## src/rtl/dft_entry_ctl.sv

```systemverilog
// Pin-driven test-mode entry controller: debounced TST, serial key/select on SCL/SDA, fail lockout.
// Optional KEY-phase timeout enabled by defining DFT_ENTRY_TIMEOUT_EN.
module dft_entry_ctl #(
    parameter logic [15:0] KEY      = 16'hA5C3,
    parameter int          DEB_CYC  = 4,
    parameter int          MAX_FAIL = 3,
    parameter int          TIMEOUT  = 4096
) (
    input  logic       clk,
    input  logic       rstz,
    input  logic       i_tst,
    input  logic       i_scl,
    input  logic       i_sda,
    output logic       o_scan_mode,
    output logic       o_test_mode,
    output logic [3:0] o_test_sel,
    output logic       o_busy,
    output logic       o_locked,
    output logic [1:0] o_fail_cnt
);

    typedef enum logic [1:0] {ST_IDLE, ST_KEY, ST_ACTIVE, ST_REJECT} state_t;

    localparam logic [3:0] DEB_LAST = 4'(DEB_CYC - 1);
    localparam logic [1:0] FAIL_MAX = 2'(MAX_FAIL);

    function automatic logic [1:0] sat_inc2(input logic [1:0] v);
        return (v == 2'd3) ? v : v + 2'd1;
    endfunction

    state_t      state_q;
    logic        tst_s1_q, tst_s2_q, scl_s1_q, scl_s2_q, sda_s1_q, sda_s2_q;
    logic        scl_prev_q;
    logic        tst_db_q, tst_db_d;
    logic [3:0]  deb_cnt_q, deb_cnt_d;
    logic [19:0] sr_q;
    logic [4:0]  bcnt_q;
    logic        scl_rise, db_flip, tst_rise, tst_fall, timeout_hit;
    logic [1:0]  fail_inc;

    always_ff @(posedge clk or negedge rstz) begin
        if (!rstz) begin
            {tst_s1_q, tst_s2_q, scl_s1_q, scl_s2_q, sda_s1_q, sda_s2_q} <= '0;
            scl_prev_q <= 1'b0;
            tst_db_q   <= 1'b0;
            deb_cnt_q  <= '0;
        end else begin
            tst_s1_q   <= i_tst;
            tst_s2_q   <= tst_s1_q;
            scl_s1_q   <= i_scl;
            scl_s2_q   <= scl_s1_q;
            sda_s1_q   <= i_sda;
            sda_s2_q   <= sda_s1_q;
            scl_prev_q <= scl_s2_q;
            tst_db_q   <= tst_db_d;
            deb_cnt_q  <= deb_cnt_d;
        end
    end

    assign scl_rise = scl_s2_q & ~scl_prev_q;

    // The level flips on the DEB_CYC-th consecutive differing sample; the FSM sees the edge that same cycle.
    assign db_flip  = (tst_s2_q != tst_db_q) && (deb_cnt_q == DEB_LAST);
    assign tst_rise = db_flip & tst_s2_q;
    assign tst_fall = db_flip & ~tst_s2_q;

    always_comb begin
        tst_db_d  = tst_db_q;
        deb_cnt_d = '0;
        if (db_flip)
            tst_db_d = tst_s2_q;
        else if (tst_s2_q != tst_db_q)
            deb_cnt_d = deb_cnt_q + 4'd1;
    end

`ifdef DFT_ENTRY_TIMEOUT_EN
    localparam logic [12:0] TO_LAST = 13'(TIMEOUT - 1);
    logic [12:0] to_cnt_q;

    always_ff @(posedge clk or negedge rstz) begin
        if (!rstz)
            to_cnt_q <= '0;
        else if (state_q != ST_KEY)
            to_cnt_q <= '0;
        else
            to_cnt_q <= to_cnt_q + 13'd1;
    end

    assign timeout_hit = (state_q == ST_KEY) && (to_cnt_q == TO_LAST);
`else
    assign timeout_hit = 1'b0;
`endif

    assign fail_inc = sat_inc2(o_fail_cnt);

    always_ff @(posedge clk or negedge rstz) begin
        if (!rstz) begin
            state_q     <= ST_IDLE;
            sr_q        <= '0;
            bcnt_q      <= '0;
            o_scan_mode <= 1'b0;
            o_test_mode <= 1'b0;
            o_test_sel  <= '0;
            o_busy      <= 1'b0;
            o_locked    <= 1'b0;
            o_fail_cnt  <= '0;
        end else begin
            case (state_q)
                ST_IDLE: begin
                    if (tst_rise && !o_locked) begin
                        sr_q    <= '0;
                        bcnt_q  <= '0;
                        o_busy  <= 1'b1;
                        state_q <= ST_KEY;
                    end
                end
                ST_KEY: begin
                    // A TST fall wins over everything, including a completed word.
                    if (tst_fall) begin
                        o_busy  <= 1'b0;
                        state_q <= ST_IDLE;
                    end else if (bcnt_q == 5'd20) begin
                        o_busy <= 1'b0;
                        if (sr_q[19:4] == KEY) begin
                            o_scan_mode <= (sr_q[3:0] == 4'h0);
                            o_test_mode <= (sr_q[3:0] != 4'h0);
                            o_test_sel  <= sr_q[3:0];
                            state_q     <= ST_ACTIVE;
                        end else begin
                            o_fail_cnt <= fail_inc;
                            if (fail_inc >= FAIL_MAX)
                                o_locked <= 1'b1;
                            state_q <= ST_REJECT;
                        end
                    end else if (timeout_hit) begin
                        o_busy     <= 1'b0;
                        o_fail_cnt <= fail_inc;
                        if (fail_inc >= FAIL_MAX)
                            o_locked <= 1'b1;
                        state_q <= ST_REJECT;
                    end else if (scl_rise) begin
                        sr_q   <= {sr_q[18:0], sda_s2_q};
                        bcnt_q <= bcnt_q + 5'd1;
                    end
                end
                ST_ACTIVE: begin
                    if (tst_fall) begin
                        o_scan_mode <= 1'b0;
                        o_test_mode <= 1'b0;
                        o_test_sel  <= '0;
                        state_q     <= ST_IDLE;
                    end
                end
                default: begin
                    if (tst_fall)
                        state_q <= ST_IDLE;
                end
            endcase
        end
    end

endmodule

```

## config.mk

```make
export PLATFORM = sky130hd
export DESIGN_NAME = dft_entry_ctl
export DESIGN_NICKNAME = d
export VERILOG_FILES = /design/src/rtl/dft_entry_ctl.sv
export SDC_FILE = /design/constraint.sdc
export NUM_CORES = 1
export LEC_CHECK = 0
export CORE_MARGIN = 4
export CORE_UTILIZATION = 40
export CTS_CLUSTER_SIZE = 10
export DETAILED_ROUTE_END_ITERATION = 7
export HOLD_SLACK_MARGIN = 0.02
export PLACE_DENSITY = 0.62
export RECOVER_POWER = 100
export SLEW_MARGIN = 5
export SYNTH_ARGS = -nofsm -noshare
export SYNTH_HDL_FRONTEND = slang
export SYNTH_SLANG_ARGS = --single-unit
```

## constraint.sdc

```tcl
create_clock -name clk -period 1.5 [get_ports clk]
set_input_delay 0.15 -clock clk [delete_from_list [all_inputs] [get_ports clk]]
set_output_delay 0.15 -clock clk [all_outputs]
set_load 0.05 [all_outputs]
```

==> impl_metrics.yaml <==
placed_design:
  preCtsSetupSlack_ns: -0.217
  finalWeightedCongestion: 0.807
  io_buffer_count: 14
  dpl.hpwl_um: 2940
power:
  share_clk_of_total_power: 0.218
  power_frac_comb: 0.330
  power_leakage_nw: 1.41
  finalPower_mw: 3.69
  vdd_drop_max_mv: 0.782
  sequentialPowerShare: 0.452
  switching_share_of_total_power: 0.339
  p_int_mw: 2.44
  switching_pwr_mw: 1.25
  power-per-cell-area_mw_per_mm2: 1220
yosys:
  synth_async_sr_flop_share: 1.00
  sequential_element_share_of_the_synthesized_area: 0.572
  netlist-cell-type-count: 39
  synth.area.top_cells: "dfrtp_1 57%, nand2_1 6.0%, nand3_1 5.8%, mux2i_1 2.8%, o21ai_1 2.3%"
  post_synthesis_instance_total: 196
  synth.largest_area_cell: "dfrtp_1"
  average_cell_area_after_synthesis_um2: 10.9
  synth_flop_cell: "dfrtp_1"
  synth_edf_count: 0
  synth_top_area_frac: 0.572
  syn-cell-area_mm2: 0.00214
  yosys_register_bits: 49
  synthesis.yosys.warnings: 0
  synthesized_net_count: 204
sta:
  worst-slew-pin-transition_ns: 0.667
  fmaxAchievable_ghz: 0.593
  post-route-period-util: 1.13
  slew_viol_final: 0
  tns_ns: -4.90
  layout_setup_ws_ns: -0.188
  setup-violations-final: 35
  worst_clock_skew_ns: 0.0104
  hold_violations: 0
  slew_headroom: 0.555
  final_period_minus_worst_setup_slack_ns: 1.69
  rsz0062_at_grt: "yes"
cells_and_area:
  syn2layout_area_growth_pct: 41.5
  mostFrequentLayoutCells: "49 x dfrtp_1, 33 x nand2_1, 31 x buf_4, 20 x nand3_2, 11 x o21ai_1"
  num-nets-final: 265
  drive_gt1_frac: 0.407
  layout.cells.most_common: "dfrtp_1"
  num_antenna_cells: 0
  fin_util: 0.590
  n_fill_cell: 470
route:
  drt_iter0_markers: 96
  routed_wire_length_per_instance_um: 14.5
  drt_pre_antenna_iters: 4
  routed-via-count: 1614
  antenna_left: 0
  post_detailed_routing_wire_length_um: 4750
  drc_errors: 0
  avgViaCountPerCell: 4.92
cts:
  cts_tree: "built"
  clkTransAtPathRegs_ns: 0.10
  tritoncts_num_sinks: 49
  clk_path_buf_depth: 2
  tritoncts.num_buffers: 5
  cts_htree_levels: 2
  clk_latency_worst_skew_pair_ns: 0.30
  cts_root_buf: "clkbuf_8"
run_status:
  violations: "negative setup slack"
  status: "finished with violations"
worst_setup_path:
  worst_r2r_setup_slack_ns: -0.19
  cp_max_fo: 5
  timing.setup.critical_path_class: "flip-flop to flip-flop"
  worst-endpoint-arrival_ns: 1.94
  setup.worst_path.end_class: "flip-flop"
  critical_path_startpoint_category: "flip-flop"
  worst_reg_to_reg_path_cell_count: 6
  critPathRequiredTime_ns: 1.75
floorplan:
  die_width_um: 81.2
  placement_rows: 26
  design.core.area_mm2: 0.00514
  fp.dieH_um: 81.2
  dieArea_mm2: 0.00659
  io-pin-count: 15
  initial_core_util: 0.417
job:
  drv.max_cap_violation_count: 0
grt:
  grt_max_degree: 50
  grt_first_pass_wirelength_um: 7820
  antenna_violations_before_repair: 0
  first_global_vias: 1643
  grt_remaining_overflow: 0
  grt_util_all_layers: 0.155
hold_path:
  hold_path_class: "flip-flop to flip-flop"
  worstHoldPathCells: 0
state kept, by name (all words and copies together), names as in the netlist:
register     cells
o_scan_mode      1
o_locked         1
o_test_mode      1
tst_s1_q         1
tst_db_q         1
sr_q            20
sda_s1_q         1
o_test_sel       4
scl_s2_q         1
o_busy           1
scl_prev_q       1
o_fail_cnt       2
sda_s2_q         1
state_q          2
tst_s2_q         1
deb_cnt_q        4
scl_s1_q         1
bcnt_q           5
cell type report:
| cell class | instances | area, um^2 | area share |
|---|---|---|---|
| Sequential cell | 49 | 1230 | 0.404 |
| Multi-Input combinational cell | 133 | 1020 | 0.335 |
| Timing Repair Buffer | 62 | 586 | 0.193 |
| Tap cell | 70 | 87.6 | 0.0289 |
| Clock buffer | 5 | 68.8 | 0.0227 |
| Clock inverter | 3 | 25.0 | 0.00825 |
| Inverter | 6 | 22.5 | 0.00743 |
stage by stage:
step           hold WS [ns]  area (um^2)  cells
2_1_floorplan        -0.146         2230    196
6_report              0.355         3030    328
3_3_place_gp          0.160         2640    305
4_1_cts               0.265         2910    322
3_5_place_dp          0.157         2640    305
5_1_grt               0.364         3030    328
worst max-delay path, cell delays in order, from the launching register on:
cell and delay (ns):
dfrtp_1 0.40, ha_4 0.14, or3b_4 0.41, o211ai_4 0.23, buf_6 0.16, and2_4 0.16, a22o_1 0.13
cell usage after synthesis, types with 2 or more instances:
cell	count
a21o_1	2
a21oi_1	2
a22o_1	2
and4b_1	2
and4bb_2	3
buf_2	2
buf_6	2
clkbuf_1	3
dfrtp_1	49
ha_1	3
inv_1	6
mux2_2	2
mux2i_1	6
nand2_1	34
nand2b_1	3
nand3_1	25
nand4_1	3
nor2_1	8
nor2b_1	2
o21ai_0	6
o21ai_1	10
xnor2_1	3
xor2_1	2
timing repair:
item,CTS,global route
pin swaps,9,14
cloned,2,3
hold buffers,1,0
resized for setup,18,25
buffers inserted,6,3
endpoints found under the hold margin,49,0
setup endpoints to repair,37,37
worst paths after layout:
check	end	startpoint
hold / removal	scl_s2_q$_DFF_PN0_	scl_s1_q$_DFF_PN0_
max in group asynchronous	sr_q[6]$_DFFE_PN0P_	rstz
hold reg to reg	scl_s2_q$_DFF_PN0_	scl_s1_q$_DFF_PN0_
min in group asynchronous	o_fail_cnt[0]$_DFFE_PN0P_	rstz
setup reg to reg	bcnt_q[3]$_DFFE_PN0P_	deb_cnt_q[0]$_DFF_PN0_
setup / recovery	bcnt_q[3]$_DFFE_PN0P_	deb_cnt_q[0]$_DFF_PN0_
per-layer routing:
metal	GRT usage	wire, um	vias up
li1	-	-	807
met1	0.219	2280	787
met2	0.241	2350	16
met3	0.0299	102	4
met4	0.0524	30	0
met5	0	0	-
power groups by stage:
| stage | sequential, mW | combinational, mW | clock [mW] |
|---|---|---|---|
| after CTS | 1.66 | 1.13 | 0.843 |
| after global placement | 1.67 | 0.959 | 0 |
| after floorplan | 1.72 | 0.556 | 0 |
| final | 1.67 | 1.22 | 0.803 |
| after detailed placement | 1.67 | 0.983 | 0 |
| after global routing | 1.70 | 1.34 | 0.895 |
cell families after synthesis:
logic type / synth area share
mux: 0.0438
compound gates: 0.0765
buf+inv: 0.0344
fa+ha+maj: 0.0175
xor+xnor: 0.0204
simple gates: 0.235
flops: 0.572
Note: power is estimated with default switching activity, not from simulation.
